**config.mk**
```make
export PLATFORM = sky130hd
export DESIGN_NAME = lane_packet_receiver
export DESIGN_NICKNAME = d
export VERILOG_FILES = /design/src/rtl/lane_packet_receiver_pkg.sv /design/src/rtl/lane_packet_receiver_gpio_synchronizer.sv /design/src/rtl/lane_packet_receiver.sv
export SDC_FILE = /design/constraint.sdc
export NUM_CORES = 1
export LEC_CHECK = 0
export BUFFER_PORTS_ARGS = -buffer_cell sky130_fd_sc_hd__buf_4
export CORE_MARGIN = 5
export CORE_UTILIZATION = 30
export CTS_BUF_LIST = sky130_fd_sc_hd__clkbuf_8
export CTS_CLUSTER_DIAMETER = 60
export DETAILED_ROUTE_END_ITERATION = 16
export SETUP_SLACK_MARGIN = 0.15
export SYNTH_ARGS = -nofsm -noshare
export SYNTH_HDL_FRONTEND = slang
export SYNTH_SLANG_ARGS = --single-unit
```
**constraint.sdc**
```tcl
create_clock -name clk -period 7.2 [get_ports clk]
set_input_delay 1.8 -clock clk [delete_from_list [all_inputs] [get_ports clk]]
set_output_delay 1.8 -clock clk [all_outputs]
set_load 0.1 [all_outputs]
```
**src/rtl/lane_packet_receiver_pkg.sv**
```systemverilog
// Shared frame types and default link parameters for the GPIO link receiver.
// Pure declarations: no latency, no flow control.
package lane_packet_receiver_pkg;

  typedef enum logic [1:0] {
    PKT_DATA  = 2'b00,
    PKT_ACK   = 2'b01,
    PKT_READY = 2'b10,
    PKT_LOST  = 2'b11
  } pkt_type_t;

  localparam int         PAYLOAD_BEATS  = 16;
  localparam logic [7:0] SYNC_PATTERN   = 8'h7E;
  localparam int         TIMEOUT_CYCLES = 5000;
  localparam int         CNT_W          = 4;

endpackage

```
**src/rtl/lane_packet_receiver_gpio_synchronizer.sv**
```systemverilog
// 2-FF synchronizer with rising-edge detect for a group of asynchronous pins.
// Latency: 2 clk to q, rise valid the same cycle as q; no backpressure.
module gpio_synchronizer #(
  parameter int W = 1
) (
  input  logic         clk,
  input  logic         rst,
  input  logic [W-1:0] d,
  output logic [W-1:0] q,
  output logic [W-1:0] rise
);

  logic [W-1:0] s1;
  logic [W-1:0] s2;
  logic [W-1:0] s3;

  always_ff @(posedge clk or posedge rst) begin
    if (rst) begin
      s1 <= '0;
      s2 <= '0;
      s3 <= '0;
    end else begin
      s1 <= d;
      s2 <= s1;
      s3 <= s2;
    end
  end

  assign q    = s2;
  assign rise = s2 & ~s3;

endmodule

```
**src/rtl/lane_packet_receiver.sv**
```systemverilog
// Link-layer receiver: sync hunt, header/payload deserialization, lane parity, dup filtering.
// Pulses appear 1 clk after the final-bit sclk edge (plus 2-FF sync); no backpressure, sender-paced.
module lane_packet_receiver #(
  parameter int         PAYLOAD_BEATS  = lane_packet_receiver_pkg::PAYLOAD_BEATS,
  parameter logic [7:0] SYNC_PATTERN   = lane_packet_receiver_pkg::SYNC_PATTERN,
  parameter int         TIMEOUT_CYCLES = lane_packet_receiver_pkg::TIMEOUT_CYCLES,
  parameter int         CNT_W          = lane_packet_receiver_pkg::CNT_W
) (
  input  logic                       clk,
  input  logic                       rst,
  input  logic                       sclk_in,
  input  logic                       serial_in_h,
  input  logic [3:0]                 serial_in_d,
  output logic [4*PAYLOAD_BEATS-1:0] payload,
  output logic                       payload_valid,
  output logic                       payload_seq,
  output logic                       ack_received,
  output logic                       ack_seqNum,
  output logic                       ready_received,
  output logic                       lost_received,
  output logic                       send_ack,
  output logic                       send_ack_seq,
  output logic [CNT_W-1:0]           packets_received_cnt,
  output logic [CNT_W-1:0]           errors_cnt,
  output logic                       busy
);

  import lane_packet_receiver_pkg::*;

  localparam int PW = 4 * PAYLOAD_BEATS;
  localparam int BW = $clog2(PAYLOAD_BEATS + 1);
  localparam int TW = $clog2(TIMEOUT_CYCLES + 1);

  typedef enum logic [2:0] {
    S_HUNT, S_HDR, S_PAYLOAD, S_PARITY, S_EMIT
  } state_t;

  state_t          state, state_nxt;
  logic [7:0]      window, window_nxt;
  logic [1:0]      hdr_sr;
  logic [1:0]      hdr_cnt;
  logic            seq_r;
  logic [BW-1:0]   beat_cnt;
  logic [PW-1:0]   shadow;
  logic [3:0]      par_acc;
  logic [TW-1:0]   timer;
  logic            last_seq;

  logic [5:0]      sync_q;
  logic [5:0]      sync_rise;
  logic            sync_unused;
  logic            sclk_rise;
  logic            h_bit;
  logic [3:0]      d_bits;

  logic            active, timer_exp, abort, parity_ok;
  logic            ctl_done, data_done, parity_fail;
  pkt_type_t       hdr_type;

  // One synchronizer for clock and lanes so their sampling latency is identical.
  gpio_synchronizer #(.W(6)) u_sync (
    .clk  (clk),
    .rst  (rst),
    .d    ({serial_in_d, serial_in_h, sclk_in}),
    .q    (sync_q),
    .rise (sync_rise)
  );

  assign sclk_rise   = sync_rise[0];
  assign h_bit       = sync_q[1];
  assign d_bits      = sync_q[5:2];
  assign sync_unused = ^{sync_rise[5:1], sync_q[0]};
  assign busy        = (state != S_HUNT);

  always_ff @(posedge clk or posedge rst) begin
    if (rst) state <= S_HUNT;
    else     state <= state_nxt;
  end

  always_comb begin
    state_nxt   = state;
    window_nxt  = {window[6:0], h_bit};
    hdr_type    = pkt_type_t'(hdr_sr);
    active      = (state == S_HDR) || (state == S_PAYLOAD) || (state == S_PARITY);
    timer_exp   = (timer == TW'(TIMEOUT_CYCLES - 1));
    abort       = active && !sclk_rise && timer_exp;
    parity_ok   = ((par_acc ^ d_bits) == 4'h0);
    ctl_done    = 1'b0;
    data_done   = 1'b0;
    parity_fail = 1'b0;
    case (state)
      S_HUNT: begin
        if (sclk_rise && window_nxt == SYNC_PATTERN) state_nxt = S_HDR;
      end
      S_HDR: begin
        if (sclk_rise) begin
          if (hdr_cnt == 2'd2) begin
            ctl_done  = (hdr_type != PKT_DATA);
            state_nxt = (hdr_type == PKT_DATA) ? S_PAYLOAD : S_EMIT;
          end
        end else if (abort) begin
          state_nxt = S_HUNT;
        end
      end
      S_PAYLOAD: begin
        if (sclk_rise) begin
          if (beat_cnt == BW'(PAYLOAD_BEATS - 1)) state_nxt = S_PARITY;
        end else if (abort) begin
          state_nxt = S_HUNT;
        end
      end
      S_PARITY: begin
        if (sclk_rise) begin
          data_done   = parity_ok;
          parity_fail = !parity_ok;
          state_nxt   = parity_ok ? S_EMIT : S_HUNT;
        end else if (abort) begin
          state_nxt = S_HUNT;
        end
      end
      S_EMIT:  state_nxt = S_HUNT;
      default: state_nxt = S_HUNT;
    endcase
  end

  always_ff @(posedge clk or posedge rst) begin
    if (rst) begin
      window               <= '0;
      hdr_sr               <= '0;
      hdr_cnt              <= '0;
      seq_r                <= 1'b0;
      beat_cnt             <= '0;
      shadow               <= '0;
      par_acc              <= '0;
      timer                <= '0;
      last_seq             <= 1'b1;
      payload              <= '0;
      payload_valid        <= 1'b0;
      payload_seq          <= 1'b0;
      ack_received         <= 1'b0;
      ack_seqNum           <= 1'b0;
      ready_received       <= 1'b0;
      lost_received        <= 1'b0;
      send_ack             <= 1'b0;
      send_ack_seq         <= 1'b0;
      packets_received_cnt <= '0;
      errors_cnt           <= '0;
    end else begin
      payload_valid  <= 1'b0;
      ack_received   <= 1'b0;
      ready_received <= 1'b0;
      lost_received  <= 1'b0;
      send_ack       <= 1'b0;

      // The window only lives in HUNT; leaving it always starts the next hunt clean.
      if (state != S_HUNT)  window <= '0;
      else if (sclk_rise)   window <= window_nxt;

      if (!active || sclk_rise) timer <= '0;
      else                      timer <= timer + TW'(1);

      if (state != S_HDR) begin
        hdr_cnt <= '0;
      end else if (sclk_rise) begin
        hdr_cnt <= hdr_cnt + 2'd1;
        if (hdr_cnt == 2'd2) seq_r  <= h_bit;
        else                 hdr_sr <= {hdr_sr[0], h_bit};
      end

      if (state != S_PAYLOAD) begin
        beat_cnt <= '0;
      end else if (sclk_rise) begin
        beat_cnt <= beat_cnt + BW'(1);
        shadow   <= {d_bits, shadow[PW-1:4]};
        par_acc  <= par_acc ^ d_bits;
      end
      if (state == S_HUNT || state == S_HDR) par_acc <= '0;

      if (ctl_done) begin
        case (hdr_type)
          PKT_ACK: begin
            ack_received <= 1'b1;
            ack_seqNum   <= h_bit;
          end
          PKT_READY: ready_received <= 1'b1;
          PKT_LOST:  lost_received  <= 1'b1;
          default:   ;
        endcase
      end

      // Duplicates are still counted and re-ACKed in case our earlier ACK was lost.
      if (data_done) begin
        packets_received_cnt <= packets_received_cnt + CNT_W'(1);
        send_ack             <= 1'b1;
        send_ack_seq         <= seq_r;
        if (seq_r != last_seq) begin
          payload       <= shadow;
          payload_valid <= 1'b1;
          payload_seq   <= seq_r;
          last_seq      <= seq_r;
        end
      end

      if (parity_fail || abort) errors_cnt <= errors_cnt + CNT_W'(1);
    end
  end

endmodule

```
# Yosys cells after proc, flatten, opt, wreduce, memory -nomap -nowiden
# Index checks and enable logic that the tools add are counted.
totals:
  wordCells: 115
  input_bits: 8
  ff_bits: 195
op_classes:
  eq_ne: 17
  muxes: 36
  reduce_logical: 27
  bitwise_logic: 6
  add_sub_neg: 5
op_table:
  columns: ["cell", "n"]
  rows:
  - ["$mux W3", 9]
  - ["$mux W1", 16]
  - ["$mux W7", 2]
  - ["$add A13 B1 Y13 const B", 1]
  - ["$eq A13 B13 Y1 const B", 1]
  - ["$mux W13", 1]
  - ["$mux W4", 3]
  - ["$pmux W3 S4", 1]
  - ["$mux W5", 2]
  - ["$reduce_bool A2 Y1", 5]
  - ["$ne A3 B2 Y1 const B", 3]
  - ["$reduce_and A3 Y1", 3]
  - ["$add A4 B1 Y4 const B", 2]
  - ["$eq A8 B7 Y1 const B", 1]
  - ["$reduce_and A2 Y1", 4]
  - ["$eq A2 B2 Y1 const B", 3]
  - ["$eq A3 B2 Y1 const B", 2]
  - ["$add A5 B1 Y5 const B", 1]
  - ["$eq A5 B4 Y1 const B", 1]
  - ["$logic_or A1 B1 Y1", 5]
  - ["$logic_not A4 Y1", 1]
  - ["$mux W2", 2]
  - ["$not A1 Y1", 4]
  - ["$xor A4 B4 Y4", 1]
  - ["13 further kinds", 17]

# Depth between registers and ports, before layout
# Gate-level depths: netlist (run 1).
logic_depth:
  ltp_word: 8
  mapped_depth: 9
  mapped_depth_nobuf: 7

# Hierarchy
# From an unflattened synthesis (run 1), not the netlist that was laid out.
hier_totals:
  cells_unflattened: 659
  hier_area_um2: 7971.4
by_module_without_submodules:
  columns: ["mod", "area_per_inst_um2", "cells_per_inst", "n_inst"]
  rows:
  - ["lane_packet_receiver", 7434.6, 634, 1]
  - ["gpio_synchronizer", 536.8, 25, 1]

# Worst setup path before layout (run 1)
# Ideal clock, no wire load.
synth_path:
  path_type: "register -> output"
  start: "reg state[2]"
  end: "out busy"
  arrival_ns: 1.533
  stages_incl_launch_ff: 3
  setup_slack_ns: 3.867
  cell_sequence: "dfrtp_1 or3_1 clkbuf_1"
synth_via:
  elab_chain_len: 1
synth_lines:
  columns: ["element", "line", "source"]
  rows:
  - ["start, declared", "lane_packet_receiver.sv:38", "state_t state, state_nxt;"]
  - ["start signal, assigned", "lane_packet_receiver.sv:77", "else state <= state_nxt;"]
  - ["$reduce_bool A3 Y1", "lane_packet_receiver.sv:73", "assign busy = (state != S_HUNT);"]
  - ["end, declared", "lane_packet_receiver.sv:25", "output logic busy"]
# Every way passes these cells.

# Worst setup path in the final report (run 1)
layout_path:
  start: "reg state[0]"
  end: "out busy"
# The elaborated chain is that of the path after synthesis.

==> impl_metrics.json, run 1 <==
{
  "run_status": "complete, no violations",
  "synth_edf_count": 0,
  "rsz0062_at_grt": "no",
  "cp.required_ns": 5.40,
  "avgSynthCellArea_um2": 11.5,
  "pin_count": 89,
  "crit_type": "flop to output pin",
  "grt_pass1_vias": 4931,
  "remaining_drc_errors": 0,
  "hold_violations": 0,
  "netlist_area_um2": 7600,
  "peakVddDrop_mv": 0.106,
  "ys.flop_type": "dfrtp_1",
  "async_flop_share_pct": 100,
  "ys_ff_latch": 195,
  "initial_utilization_pct": 30.3,
  "die-area_um2": 28600,
  "cts_setup_buffers": 0,
  "fin_cells": 1081,
  "grt_overflow": 0,
  "clockRootBuffer": "clkbuf_8",
  "num_rows": 58,
  "drt_pass1_iterations": 5,
  "p_per_area_nw_per_um2": 215,
  "die_h_um": 169,
  "fin_crit_sh_pct": 49.4,
  "antenna_found_initial": 0,
  "grt_max_degree": 76,
  "critPathCaptureType": "output pin",
  "syn_inst": 658,
  "final_cell_mix": "224 x nand2_1, 194 x dfrtp_1, 95 x buf_4",
  "die_x_um": 169,
  "crit_path_start_kind": "flop",
  "cp_max_fo": 9,
  "clk_path_buf_depth": 2,
  "power_leakage_nw": 4.59,
  "port-buffer-count": 88,
  "n_antenna_cell": 0,
  "area_growth_syn_to_layout_pct": 17.0,
  "ys_types": 37,
  "cts_hold_buffers": 0,
  "post_cts_resized": 0,
  "clock_sinks": 195,
  "wl_um": 14800,
  "clock-skew-final_ns": 0.0138,
  "dpl_cell_area_um2": 8510,
  "cts_buffers": 17,
  "vias": 4777,
  "routed_via_density": 4.42,
  "drt-initial-drc-count": 359,
  "tightest_slew_ns": 0.944,
  "grt_util_all_layers_pct": 10.7,
  "synth_nets": 672,
  "ys_warn_count": 0,
  "ant_nets": 0,
  "period_needed_ns": 3.56,
  "final_common_cell": "nand2_1",
  "dp_hpwl_um": 9630,
  "clkSlewWorstSetupHoldPaths_ns": 0.10,
  "final_area_um2": 8890,
  "slew_violations": 0,
  "routedWlPerCell_um": 13.7,
  "core_um2": 25000,
  "hold_slack_ns": 0.354,
  "layout-drive-gt1-share_pct": 25.7,
  "grt_pass1_wl_um": 25200,
  "nNetsFinal": 753,
  "tns_ns": 0,
  "dp.cells": 1050,
  "setup_viol": 0,
  "cts_tree": "done",
  "hold_class": "flop to flop",
  "crit_arrival_ns": 1.76,
  "relSlewSlack_pct": 37.1,
  "htree_levels": 4,
  "max_cap_viol_count": 0,
  "place_congestion": 0.731,
  "clock_latency_ns": 0.46,
  "ys_seq_area_share_pct": 64.3,
  "max_freq_mhz": 281
}
per-stage QoR:
| step | power (mW) | setup slack (ns) | utilization [%] |
|---|---|---|---|
| after CTS | 1.95 | 3.59 | 35.5 |
| after global placement | 1.25 | 3.73 | 34.0 |
| final | 1.91 | 3.64 | 35.5 |
| after global routing | 2.00 | 3.55 | 35.5 |
| after floorplan | 1.23 | 2.88 | - |
| after detailed placement | 1.26 | 3.69 | 34.0 |
path summary, 6_finish.rpt:
path / from / slack [ns] / depth (start not counted) / to
max: state[0] / 3.64 / 2 / busy
min: u_sync.s1[5] / 0.35 / 0 / u_sync.q[5]
max reg2reg: u_sync.q[0] / 4.56 / 7 / payload[52]
min reg2reg: u_sync.s1[5] / 0.35 / 0 / u_sync.q[5]
max in group asynchronous: rst / 4.29 / 4 / beat_cnt[2]
min in group asynchronous: rst / 1.53 / 3 / payload[17]
routing by layer:
metal / GRT usage (%) / wire length (um) / share of wire [%]
met5: 0 / 0 / 0
met4: 2.80 / 150 / 1.0
met3: 3.04 / 771 / 5.2
met2: 16.3 / 6480 / 44
met1: 15.3 / 7430 / 50
sequential cells by signal, summed over array words and instances, names as in the netlist, 3 cells and up:
register and count:
beat_cnt 5, errors_cnt 4, packets_received_cnt 4, par_acc 4, payload 64, shadow 64
state 3, timer 13, u_sync.q 6, u_sync.s1 6, window 7
power by group:
group          internal (mW)  total [mW]  switching [mW]
Sequential              1.12        1.13          0.0187
Clock                  0.288       0.683           0.395
Combinational         0.0263      0.0955          0.0692
Total                   1.43        1.91           0.483
worst max-delay path, cell delays in order, from the launching register on:
cell and delay [ns]:
dfrtp_1 0.47, or3_1 0.54, buf_4 0.29
kinds of logic (layout without fill, tap and decap cells):
| logic type | Yosys count | after routing | share of synthesized area (%) |
|---|---|---|---|
| AOI/OAI and AO/OA | 33 | 33 | 2.47 |
| adders and majority gates | 6 | 6 | 0.988 |
| muxes | 72 | 72 | 10.7 |
| and+or+nand+nor | 290 | 290 | 15.7 |
| xor gates and xnor gates | 24 | 24 | 2.77 |
| buffers and inverters | 38 | 131 | 3.16 |
| DFF | 195 | 195 | 64.3 |
synth_stat cells, drive strengths merged (3+ instances only):
master	count	area, um2
nor2	32	128
xor2	9	78.8
xnor2	15	131
or3	4	25.0
o21ai	11	55.1
nand4	8	50.1
nor4b	3	26.3
nand3	5	25.0
buf	27	199
ha	6	75.1
a21oi	14	70.1
mux2	72	811
inv	5	18.8
dfrtp	194	4850
nand2	224	841
clkbuf	6	22.5
area by class of cell:
class	instances	area [um2]
fillers	2564	16200
flip-flops and latches	195	4880
multi-input cells	425	2480
repair buffers	95	713
well taps	330	413
clock buffers	18	248
clock inverters	13	126
inverters	5	22.5
Note: power is estimated with default switching activity, not from simulation.
==> run 2, diff against run 1 <==
--- a/config.mk
+++ b/config.mk
@@ -5,6 +5,7 @@
 export SDC_FILE = /design/constraint.sdc
 export NUM_CORES = 1
 export LEC_CHECK = 0
+export ABC_AREA = 1
 export BUFFER_PORTS_ARGS = -buffer_cell sky130_fd_sc_hd__buf_4
 export CORE_MARGIN = 5
 export CORE_UTILIZATION = 30
==> constraint.sdc (replaced) <==
create_clock -name clk -period 3.45 [get_ports clk]
set_input_delay 0.8625 -clock clk [delete_from_list [all_inputs] [get_ports clk]]
set_output_delay 0.8625 -clock clk [all_outputs]
set_load 0.1 [all_outputs]
==> run 2 against run 1 <==
Clock power grew 140%. Synthesized area up 4.6%. Cell area up 5.8%. First-iteration DRC count up 24%. Critical path depth increased by 1. Worst hold slack improved by 0.0030 ns. Non-clock buffer count increased by 5. Combinational power rose to 4.0 times the previous value. Global-route usage increased by 1.5 points. Critical path type unchanged. Largest cell class unchanged.
==> impl_metrics.json, run 2 <==
{
  "run_status": "complete, no violations",
  "die-area_um2": 29800,
  "drt-initial-drc-count": 445,
  "ys_types": 33,
  "final_common_cell": "nand2_1",
  "vias": 5950,
  "clk_path_buf_depth": 2,
  "nNetsFinal": 964,
  "cts_setup_buffers": 0,
  "netlist_area_um2": 7950,
  "antenna_found_initial": 0,
  "synth_top_area_share_pct": 61.1,
  "pwr-share-comb_pct": 8.5,
  "pin_count": 89,
  "clock-skew-final_ns": 0.0175,
  "synth.most_common_cell": "nand2_1",
  "p_sw_share_pct": 25.9,
  "cts_buffers": 17,
  "cts_hold_buffers": 0,
  "rrSetupSlack_ns": 1.22,
  "max_freq_mhz": 404,
  "clkPwrFrac_pct": 37.4,
  "worstHoldEndpoint": "u_sync.q[1]",
  "die_x_um": 173,
  "ant_nets": 0,
  "r2r_end": "payload[27]",
  "power_leakage_nw": 5.07,
  "r2r_start": "u_sync.s3[0]",
  "synth_edf_count": 0,
  "setup_viol": 0,
  "cp_max_fo": 8,
  "grt_overflow": 0,
  "ys_seq_area_share_pct": 61.4,
  "rsz0062_at_grt": "no",
  "p_per_area_nw_per_um2": 474,
  "clockRootBuffer": "clkbuf_8",
  "clock_sinks": 195,
  "synth_nets": 890,
  "power_switching_mw": 1.15,
  "num_rows": 59,
  "tns_ns": 0,
  "initial_utilization_pct": 30.5,
  "synth.area.top_cells": "dfrtp_1 61%, nand2_1 19%, nand4_1 5.4%",
  "r2r_cells": 7,
  "final_cell_mix": "397 x nand2_1, 194 x dfrtp_1, 97 x buf_4",
  "place_congestion": 0.735,
  "layout-drive-gt1-share_pct": 15.3,
  "synth_commonest_cells": "397 x nand2_1, 194 x dfrtp_1, 69 x nand4_1",
  "grt_util_all_layers_pct": 12.2,
  "grt_pass1_wl_um": 30600,
  "dp_hpwl_um": 11600,
  "routedWlPerCell_um": 13.8,
  "drt_pass1_iterations": 5,
  "crit_arrival_ns": 1.61,
  "slew_violations": 0,
  "tightest_slew_ns": 0.732,
  "hold_violations": 0,
  "largestRegisters": "payload: 64 flops, shadow: 64 flops, timer: 13 flops",
  "crit_type": "flop to output pin",
  "max_cap_viol_count": 0,
  "avgSynthCellArea_um2": 9.07,
  "htree_levels": 4,
  "relSlewSlack_pct": 51.1,
  "cts_tree": "done",
  "pre_cts_slack_ns": 1.23,
  "core_um2": 26100,
  "grt_max_degree": 70,
  "area_growth_syn_to_layout_pct": 18.2,
  "cp.required_ns": 2.59,
  "clock_latency_ns": 0.45,
  "routed_via_density": 4.58,
  "fin_crit_sh_pct": 71.7,
  "crit_path_start_kind": "flop",
  "syn_inst": 876,
  "wl_um": 18000,
  "post_cts_resized": 0,
  "holdCritStartpoint": "u_sync.s1[1]",
  "n_fill_cell": 2668,
  "setup_slack_ns": 0.975,
  "port-buffer-count": 88,
  "n_antenna_cell": 0,
  "ys_ff_latch": 195,
  "remaining_drc_errors": 0,
  "ys_warn_count": 0,
  "crit_start": "state[1]",
  "period_needed_ns": 2.48,
  "critPathCaptureType": "output pin",
  "internal-power_mw": 3.30,
  "peakVddDrop_mv": 0.390,
  "seqPwrFrac_pct": 54.1,
  "die_h_um": 173,
  "ys.flop_type": "dfrtp_1",
  "clkSlewWorstSetupHoldPaths_ns": 0.09,
  "min_path_cells": 0,
  "hold_class": "flop to flop",
  "grt_pass1_vias": 5781,
  "async_flop_share_pct": 100,
  "synth_top_area_cell": "dfrtp_1"
}
==> run 2: cell count changes after synthesis, moves of 6 or more <==
cell,delta
nand2_1,+173
nand4_1,+61
mux2_2,-60
inv_1,+36
nand3_1,+19
mux2_1,-12
xnor2_1,-11
buf_2,+9
buf_6,-7
clkbuf_1,+7
nor3_1,+6
==> run 2: metal layers <==
metal | vias to the layer above | track usage, % | wire (um) | share of wire, %
met2 | 117 | 18.2 | 8090 | 45
li1 | 2950 | - | - | -
met4 | 0 | 2.95 | 149 | 0.83
met1 | 2873 | 17.5 | 8730 | 49
met5 | - | 0 | 0 | 0
met3 | 10 | 3.78 | 983 | 5.5
==> run 2: area by class of cell <==
type | count | area [um2] | share of cell area [%]
inverter | 44 | 169 | 1.80
sequential | 195 | 4880 | 51.9
multi-input combinational | 592 | 2690 | 28.6
clock buffer | 19 | 262 | 2.78
clock inverter | 13 | 191 | 2.04
tap | 335 | 419 | 4.46
timing repair buffer | 100 | 788 | 8.39
==> run 2: worst max-delay path by stage <==
stage                    to  slack, ns  cells past startpoint
2_1_floorplan  ack_received       0.07                      1
3_3_place_gp     payload[0]       1.24                      7
3_5_place_dp    payload[27]       1.23                      7
4_1_cts                busy       0.94                      3
5_1_grt                busy       0.85                      3
6_report               busy       0.97                      3
==> run 2: metrics by stage <==
| stage | cells | area [um2] | utilization, % | power, mW | hold slack (ns) |
|---|---|---|---|---|---|
| after CTS | 1298 | 9400 | 36.1 | 4.53 | 0.358 |
| after floorplan | 876 | 7950 | - | 2.74 | 0.331 |
| after global routing | 1298 | 9400 | 36.1 | 4.68 | 0.368 |
| after detailed placement | 1266 | 8940 | 34.3 | 2.84 | 0.338 |
| after global placement | 1266 | 8940 | 34.3 | 2.83 | 0.334 |
| final | 1298 | 9400 | 36.1 | 4.46 | 0.357 |
==> run 2: power by group through the flow <==
stage                     combinational [mW]  sequential (mW)  clock (mW)
final                                  0.381             2.41        1.67
after global routing                   0.434             2.43        1.82
after CTS                              0.388             2.41        1.73
after detailed placement               0.386             2.46           0
after global placement                 0.380             2.45           0
after floorplan                        0.291             2.45           0
==> run 2: cell families after synthesis <==
logic type	Yosys count	synth area share, %
XOR/XNOR	9	0.992
buffers and inverters	89	5.01
AND/OR/NAND/NOR	536	28.7
flip-flops	195	61.4
adder cells (fa/ha/maj)	6	0.945
AO/OA/AOI/OAI	41	2.93
==> run 2: critical path, stage by stage, from the launching register on <==
cell     delay [ns]
dfrtp_1        0.46
nor2_2         0.25
nand2_2        0.18
buf_4          0.28
==> run 3, diff against run 2 <==
--- a/config.mk
+++ b/config.mk
@@ -5,7 +5,7 @@
 export SDC_FILE = /design/constraint.sdc
 export NUM_CORES = 1
 export LEC_CHECK = 0
-export ABC_AREA = 1
+export ABC_AREA = 0
 export BUFFER_PORTS_ARGS = -buffer_cell sky130_fd_sc_hd__buf_4
 export CORE_MARGIN = 5
 export CORE_UTILIZATION = 30
==> constraint.sdc (replaced) <==
create_clock -name clk -period 2.32 [get_ports clk]
set_input_delay 0.58 -clock clk [delete_from_list [all_inputs] [get_ports clk]]
set_output_delay 0.58 -clock clk [all_outputs]
set_load 0.1 [all_outputs]
==> run 3 against run 2 <==
First-iteration DRC count is 37% lower. Critical path depth is 1 lower. Critical endpoint unchanged. Global-route usage is 1.2 points lower. Non-clock buffer count is 2 higher. Sequential cell count stayed put. Clock power is 28% higher. Die area is 4.2% lower. Sequential power is 46% higher.
==> impl_metrics.json, run 3 (synthesis results as in run 1) <==
{
  "clkSlewWorstSetupHoldPaths_ns": 0.10,
  "routed_via_density": 4.39,
  "die_h_um": 169,
  "final_area_um2": 9020,
  "grt_pass1_vias": 4893,
  "slew_violations": 0,
  "htree_levels": 4,
  "peakVddDrop_mv": 0.430,
  "area_growth_syn_to_layout_pct": 18.8,
  "dp_hpwl_um": 9590,
  "grt_pass1_wl_um": 25800,
  "hold_violations": 0,
  "pin_count": 89,
  "r2r_cells": 6,
  "hold_slack_ns": 0.227,
  "crit_path_start_kind": "flop",
  "grt_overflow": 0,
  "drt_pass1_iterations": 4,
  "initial_utilization_pct": 30.3,
  "grt_util_all_layers_pct": 11.0,
  "die_x_um": 169,
  "crit_arrival_ns": 1.52,
  "n_antenna_cell": 0,
  "remaining_drc_errors": 0,
  "max_freq_mhz": 477,
  "final_common_cell": "nand2_1",
  "relSlewSlack_pct": 61.4,
  "clk_path_buf_depth": 2,
  "die-area_um2": 28600,
  "core_um2": 25000,
  "hold_class": "input port to flop",
  "p_per_area_nw_per_um2": 665,
  "ant_nets": 0,
  "cts_buffers": 17,
  "crit_type": "flop to output pin",
  "holdCritStartpoint": "serial_in_d[1]",
  "r2r_start": "u_sync.q[5]",
  "vias": 4776,
  "cp_max_fo": 7,
  "final_cell_mix": "224 x nand2_1, 192 x dfrtp_1, 95 x buf_4",
  "cp.required_ns": 1.74,
  "period_needed_ns": 2.10,
  "routedWlPerCell_um": 13.8,
  "clock-skew-final_ns": 0.0137,
  "port-buffer-count": 88,
  "clock_sinks": 195,
  "largestRegisters": "payload: 64 flops, shadow: 64 flops, timer: 13 flops",
  "critPathCaptureType": "output pin",
  "r2r_end": "payload[11]",
  "antenna_found_initial": 0,
  "dpl_cell_area_um2": 8600,
  "run_status": "complete, no violations",
  "grt_max_degree": 75,
  "num_rows": 58,
  "drt-initial-drc-count": 281,
  "finish.utilization_pct": 36.0,
  "setup_viol": 0,
  "clock_latency_ns": 0.45,
  "rsz0062_at_grt": "no",
  "layout-drive-gt1-share_pct": 26.6,
  "power_leakage_nw": 4.63,
  "cts_tree": "done",
  "tightest_slew_ns": 0.579,
  "fin_crit_sh_pct": 90.4,
  "worstHoldEndpoint": "u_sync.s1[3]",
  "nNetsFinal": 760,
  "wl_um": 15100,
  "rrSetupSlack_ns": 0.32,
  "min_path_cells": 1,
  "clockRootBuffer": "clkbuf_8",
  "max_cap_viol_count": 0,
  "place_congestion": 0.752
}
[run 3: cell types whose count changed in the layout (fill, tap and decap cells not counted), sizes merged, moves of 7 or more]
cell / previous run / this run
nand4: 69 / 8
nand2: 401 / 224
xnor2: 4 / 15
nor3: 8 / 1
mux2: 0 / 72
inv: 50 / 10
nand3: 25 / 5
[run 3: final cells by class]
cell class	count	area, um2
Fill cell	2487	16000
Sequential cell	195	4880
Multi-Input combinational cell	425	2490
Timing Repair Buffer	102	838
Tap cell	330	413
Clock buffer	17	234
Clock inverter	14	146
Inverter	5	22.5
[run 3: power breakdown]
group	switching, mW	total (mW)	internal [mW]
logic	0.223	0.338	0.115
registers	0.0579	3.52	3.46
clock network	1.26	2.14	0.882
[run 3: routing by layer]
metal / track usage (%) / up-vias / share of wire (%)
met5: 0 / - / 0
met4: 2.52 / 0 / 0.86
met3: 3.11 / 10 / 4.4
met2: 16.5 / 82 / 44
met1: 15.9 / 2370 / 51
li1: - / 2314 / -
[run 3: critical path: stages (launching register included)]
cell and delay (ns):
dfrtp_2 0.46, or3_4 0.42, buf_8 0.19
[run 3: worst max-delay path by stage]
stage	to	startpoint	cells after the start	slack, ns
final	busy	state[1]	2	0.22
after floorplan	ack_received	rst	1	-0.78
after global routing	busy	state[0]	2	0.16
after detailed placement	payload[7]	state[0]	6	0.33
after global placement	payload[1]	u_sync.q[5]	6	0.35
after CTS	busy	state[1]	2	0.16
[run 3: through the flow]
step           std cells  TNS [ns]  power, mW  worst slack, ns
2_1_floorplan        658   -150.99       3.82           -0.778
3_3_place_gp        1054         0       3.90            0.350
3_5_place_dp        1054         0       3.91            0.330
4_1_cts             1087         0       6.13            0.157
5_1_grt             1088         0       6.30            0.160
6_report            1088         0       6.00            0.224
[run 3: timing repair]
item,CTS,global route
setup endpoints to repair,1,1
endpoints found under the hold margin,2,0
hold buffers,1,0
buffers inserted,1,1
gates resized for setup,5,0
pin swaps,1,0
